File: src/rtl/bep_frame_transmit.sv
// BEP link transmitter: latches a 192-bit frame from its field inputs and sends it
// MSB-first as IEEE Manchester on manchester_out, with a matching NRZ data/strobe pair.
module bep_frame_transmit #(
  parameter int unsigned HALF_BIT_CYCLES = 8,
  parameter int unsigned GAP_HALF_BITS   = 4,
  parameter logic        IDLE_LEVEL      = 1'b0
) (
  input  logic        clock,
  input  logic        reset,
  input  logic        start,
  input  logic [31:0] preamble,
  input  logic [15:0] type_1,
  input  logic [15:0] type_2,
  input  logic [31:0] constant,
  input  logic [31:0] thermostat_id,
  input  logic [15:0] room_temp,
  input  logic [15:0] set_temp,
  input  logic [7:0]  state,
  input  logic [7:0]  tail_1,
  input  logic [7:0]  tail_2,
  input  logic [7:0]  tail_3,
  output logic        busy,
  output logic        done,
  output logic        manchester_out,
  output logic        serial_data,
  output logic        serial_clock
);

  localparam int unsigned BIT_CYC = 2 * HALF_BIT_CYCLES;
  localparam int unsigned GAP_CYC = GAP_HALF_BITS * HALF_BIT_CYCLES;
  localparam int unsigned CNT_MAX = (BIT_CYC > GAP_CYC) ? BIT_CYC : GAP_CYC;
  localparam int unsigned CW      = $clog2(CNT_MAX + 1);

  localparam logic [CW-1:0] BIT_LAST = CW'(BIT_CYC - 1);
  localparam logic [CW-1:0] HALF_PT  = CW'(HALF_BIT_CYCLES);
  localparam logic [CW-1:0] GAP_LAST = CW'((GAP_CYC > 0) ? GAP_CYC - 1 : 0);
  localparam logic [7:0]    LAST_BIT = 8'd191;

  typedef enum logic [1:0] {
    ST_IDLE,
    ST_SEND,
    ST_GAP
  } state_t;

  state_t         state_q, state_d;
  logic [191:0]   shift_q, shift_d;
  logic [CW-1:0]  cnt_q, cnt_d;
  logic [7:0]     bit_q, bit_d;
  logic           busy_q, busy_d;
  logic           done_q, done_d;
  logic           man_q, man_d;
  logic           sd_q, sd_d;
  logic           sc_q, sc_d;

  always_comb begin
    state_d = state_q;
    shift_d = shift_q;
    cnt_d   = cnt_q;
    bit_d   = bit_q;
    case (state_q)
      ST_IDLE: begin
        if (start) begin
          shift_d = {preamble, type_1, type_2, constant, thermostat_id,
                     room_temp, set_temp, state, tail_1, tail_2, tail_3};
          cnt_d   = '0;
          bit_d   = '0;
          state_d = ST_SEND;
        end
      end
      ST_SEND: begin
        if (cnt_q == BIT_LAST) begin
          cnt_d = '0;
          if (bit_q == LAST_BIT) begin
            state_d = (GAP_CYC == 0) ? ST_IDLE : ST_GAP;
          end else begin
            shift_d = {shift_q[190:0], 1'b0};
            bit_d   = bit_q + 8'd1;
          end
        end else begin
          cnt_d = cnt_q + 1'b1;
        end
      end
      ST_GAP: begin
        if (cnt_q == GAP_LAST) begin
          cnt_d   = '0;
          state_d = ST_IDLE;
        end else begin
          cnt_d = cnt_q + 1'b1;
        end
      end
      default: state_d = ST_IDLE;
    endcase
  end

  // Outputs are derived from next-state values so every pin is a flop yet
  // reflects the bit that starts in the following cycle.
  always_comb begin
    busy_d = (state_d != ST_IDLE);
    done_d = (state_q != ST_IDLE) && (state_d == ST_IDLE);
    man_d  = IDLE_LEVEL;
    sd_d   = 1'b0;
    sc_d   = 1'b0;
    if (state_d == ST_SEND) begin
      sd_d  = shift_d[191];
      sc_d  = (cnt_d >= HALF_PT);
      man_d = sc_d ? shift_d[191] : ~shift_d[191];
    end
  end

  always_ff @(posedge clock or posedge reset) begin
    if (reset) begin
      state_q <= ST_IDLE;
      shift_q <= '0;
      cnt_q   <= '0;
      bit_q   <= '0;
      busy_q  <= 1'b0;
      done_q  <= 1'b0;
      man_q   <= IDLE_LEVEL;
      sd_q    <= 1'b0;
      sc_q    <= 1'b0;
    end else begin
      state_q <= state_d;
      shift_q <= shift_d;
      cnt_q   <= cnt_d;
      bit_q   <= bit_d;
      busy_q  <= busy_d;
      done_q  <= done_d;
      man_q   <= man_d;
      sd_q    <= sd_d;
      sc_q    <= sc_d;
    end
  end

  assign busy           = busy_q;
  assign done           = done_q;
  assign manchester_out = man_q;
  assign serial_data    = sd_q;
  assign serial_clock   = sc_q;

endmodule

File: config.mk
export PLATFORM = sky130hd
export DESIGN_NAME = bep_frame_transmit
export DESIGN_NICKNAME = d
export VERILOG_FILES = /design/src/rtl/bep_frame_transmit.sv
export SDC_FILE = /design/constraint.sdc
export NUM_CORES = 1
export LEC_CHECK = 0
export CORE_ASPECT_RATIO = 1.1
export CORE_MARGIN = 2
export CORE_UTILIZATION = 46
export CTS_CLUSTER_DIAMETER = 60
export CTS_CLUSTER_SIZE = 40
export DETAILED_ROUTE_END_ITERATION = 8
export PLACE_DENSITY = 0.74
export SKIP_LAST_GASP = 1
export SYNTH_ARGS = -nofsm -noshare
export SYNTH_HDL_FRONTEND = slang
export SYNTH_SLANG_ARGS = --single-unit
export TNS_END_PERCENT = 100
File: constraint.sdc
create_clock -name clock -period 22.4 [get_ports clock]
set_clock_uncertainty 0.1 [all_clocks]
set_input_delay 4.48 -clock clock [delete_from_list [all_inputs] [get_ports clock]]
set_output_delay 4.48 -clock clock [all_outputs]
set_load 0.01 [all_outputs]
==> impl_metrics.csv <==
group,metric,value,unit
power_and_ir_drop,power.internal,0.9166,mW
power_and_ir_drop,vdd_drop_max,0.08990,mV
yosys,ys_types,39,
global_routing,grt_max_degree,141,
floorplanning,die_width,137.1,µm
yosys,syn_nets,960,
sta,relSlewSlack,27.52,%
power_and_ir_drop,p_seq_share,50.8,%
yosys,synth_area_leader_cell,"dfrtp_1",
placed_design,dp_cells,1146,
layout,fin_cells,1171,
critical_path,path_class,"in -> reg",
yosys,seq_area_frac_synth,59.50,%
cts,cts_resized,0,
sta,tns,0,ns
yosys,ys.flop_type,"dfrtp_1",
power_and_ir_drop,switching_share,30.64,%
critical_path,cp.arrival,7.61,ns
global_routing,top_usage_layer,"met2",
placed_design,gp_congestion,0.8418,
cts,insertion_delay,0.47,ns
floorplanning,core-area,19100,µm²
detailed_routing,wl,21040,µm
floorplanning,ios,200,
detailed_routing,ant_nets,0,
global_routing,grt-ovfl-total,0,
sta,rsz0062_at_grt,"false",
detailed_routing,vias_per_cell,5.903,
floorplanning,die_h,150.4,µm
yosys,syn_area_per_cell,11.74,µm²
floorplanning,rows,53,
sta,slew_violations,0,
power_and_ir_drop,combPwrFrac,26.9,%
layout,fin_nets,1113,
outcome,violations,"DRC",
yosys,synth_cells,763,
global_routing,grt_use_met1,27.73,%
cts,tritoncts,"done",
cts,cts_max_path_buffers,3,
sta,fin_crit,7.301,ns
power_and_ir_drop,p_sw,0.4050,mW
floorplanning,die_area,20610,µm²
cts,cts_root_buf,"clkbuf_16",
power_and_ir_drop,p_leak,5.616,nW
layout,fin_area,11470,µm²
yosys,syn_area,8959,µm²
min_path,min_path_cells,2,
sta,worst_pin_slew,1.087,ns
critical_path,cp_cell_sequence,"clkdlybuf4s50_1, mux2i_2, or2_4, buf_4, a222oi_1, inv_1",
yosys,synth-seq-cells,213,
placed_design,hpwl,12940,µm
global_routing,grt_pass1_wl,33510,µm
critical_path,required,22.71,ns
power_and_ir_drop,total_power,1.322,mW
flow_run,cap_viol_max_count,0,
global_routing,antenna_found_initial,1,
cts,cts_setup_buffers,0,
sta,fin_crit_sh,32.59,%
layout,antenna-diode-count,0,
critical_path,ff2ff_path_depth,8,
yosys,ys_top_cells_by_area,"dfrtp_1 (59%), a222oi_1 (21%), inv_1 (8.3%)",
placed_design,portBuffers,199,
layout,area_growth,27.99,%
global_routing,met3_usage,4.916,%
cts,numCtsBuffers,15,
critical_path,worstPathMaxFanout,103,
floorplanning,initial_core_util,46.91,%
yosys,synth_edf_count,0,
layout,final_layout_size_suffix_gt1_share,4.437,%
critical_path,startpoint,"start",
detailed_routing,post_drt_wl_per_cell,17.97,µm
yosys,yosysTopAreaCellShare,59.50,%
global_routing,grtUsageMet2,31.77,%
power_and_ir_drop,clkPwrFrac,22.3,%
critical_path,rr_startpoint,"bit_q[0]",
sta,hold_viol,0,
critical_path,start_kind,"primary input",
critical_path,critPathSlowestCell,"buf_4",
cts,cts.htree.levels,1,
detailed_routing,drtIter0Drc,1324,
power_and_ir_drop,p_per_area,115.3,nW/µm²
detailed_routing,drc_errors,33,
sta,setup_viol,0,
detailed_routing,vias,6912,
placed_design,placed_cell_area,10940,µm²
global_routing,grt.total_usage,19.92,%
cts,cts.sinks,213,
sta,max_clock_freq,137.0,MHz
cts,hold_buffers,0,
outcome,status,"finished, violations left",
critical_path,cp_slowest_stage_delay,0.89,ns
global_routing,grt_pass1_vias,6681,
cts,clk_pin_slew_worst_paths,0.09,ns
yosys,ys_async_sr_fraction,100.0,%
layout,postLayoutCoreUtil,60.04,%
critical_path,crit_path_end_kind,"register",
yosys,synth_warnings,0,
detailed_routing,dr.pass1.iters,9,
min_path,hp-class,"reg -> reg",
min_path,worstHoldStart,"shift_q[26]",
==> kinds of logic after synthesis <==
group / after synthesis / share of synthesized area, %
AOI/OAI and AO/OA: 218 / 23.49
adders and majority gates: 2 / 0.2793
muxes: 4 / 0.5167
xor gates and xnor gates: 6 / 0.5866
and+or+nand+nor: 53 / 3.087
buffers and inverters: 267 / 12.54
DFF: 213 / 59.50
==> power by group through the flow <==
| stage | logic [mW] | clock network [mW] | registers [mW] |
|---|---|---|---|
| after CTS | 0.360 | 0.304 | 0.669 |
| after floorplan | 0.283 | 0 | 0.644 |
| final | 0.356 | 0.294 | 0.671 |
| after global routing | 0.407 | 0.318 | 0.691 |
| after detailed placement | 0.358 | 0 | 0.674 |
| after global placement | 0.341 | 0 | 0.670 |
==> path summary, 6_finish.rpt <==
kind | slack (ns) | end
worst max-delay path | 15.10 | shift_q[38]
worst min-delay path | 0.38 | shift_q[27]
worst max register to register | 18.70 | shift_q[38]
worst min register to register | 0.38 | shift_q[27]
max in group asynchronous | 16.21 | busy
min in group asynchronous | 4.51 | shift_q[37]
==> cells in the mapped netlist (2+ instances only) <==
cell      count
xnor2_1       6
a31oi_1       2
nor3_1        7
nor2b_1       4
nor2_1       16
inv_1       199
and3_1        2
nor3b_1       3
nand3_1       6
ha_1          2
nand2_1       8
a22o_1        3
a21o_1        2
clkbuf_1     50
buf_6        16
a222oi_1    190
o21ai_0       3
a21oi_1      10
dfrtp_1     213
mux2_2        2
==> stage by stage <==
stage	hold WS, ns	worst slack, ns
finish	0.3772	15.10
global route	0.4131	14.92
CTS	0.3761	15.17
detailed placement	0.3712	14.68
global placement	0.3662	14.77
floorplan	0.3551	12.00
==> cell type report <==
class / count / area, µm²
fillers: 1554 / 7632
clock inverters: 9 / 138.9
well taps: 247 / 309.0
inverters: 199 / 754.5
clock buffers: 16 / 389.1
flip-flops and latches: 213 / 5330
multi-input cells: 283 / 2515
repair buffers: 204 / 2029
==> placed cells by master, fill, tap and decap left out, types with 4 or more instances in the layout <==
| cell | netlist | layout |
|---|---|---|
| clkbuf_16 | 0 | 15 |
| nand2_1 | 8 | 8 |
| buf_4 | 0 | 5 |
| nor2b_1 | 4 | 4 |
| nand3_1 | 6 | 6 |
| a21oi_1 | 10 | 10 |
| inv_1 | 199 | 198 |
| dfrtp_1 | 213 | 213 |
| a222oi_1 | 190 | 190 |
| clkdlybuf4s50_1 | 0 | 199 |
| xnor2_1 | 6 | 6 |
| nor3_1 | 7 | 6 |
| nor2_1 | 16 | 16 |
==> flip-flops by register name, indices dropped and copies added, names as in the netlist <==
| register | count |
|---|---|
| manchester_out | 1 |
| serial_data | 1 |
| shift_q | 192 |
| done | 1 |
| state_q | 2 |
| busy | 1 |
| bit_q | 8 |
| serial_clock | 1 |
| cnt_q | 6 |
==> per-layer routing <==
metal / vias to the layer above / routed length, µm
li1: 3198 / -
met1: 3451 / 8794
met2: 246 / 10280
met3: 17 / 1744
met4: 0 / 216
met5: - / 0
==> critical path, delay by kind of cell <==
family                 cells  cell delay (ns)
buffers and inverters      3             1.49
AND/OR/NAND/NOR            1             0.84
AO/OA/AOI/OAI              1             0.30
multiplexers               1             0.38
Note: power is estimated with default switching activity, not from simulation.
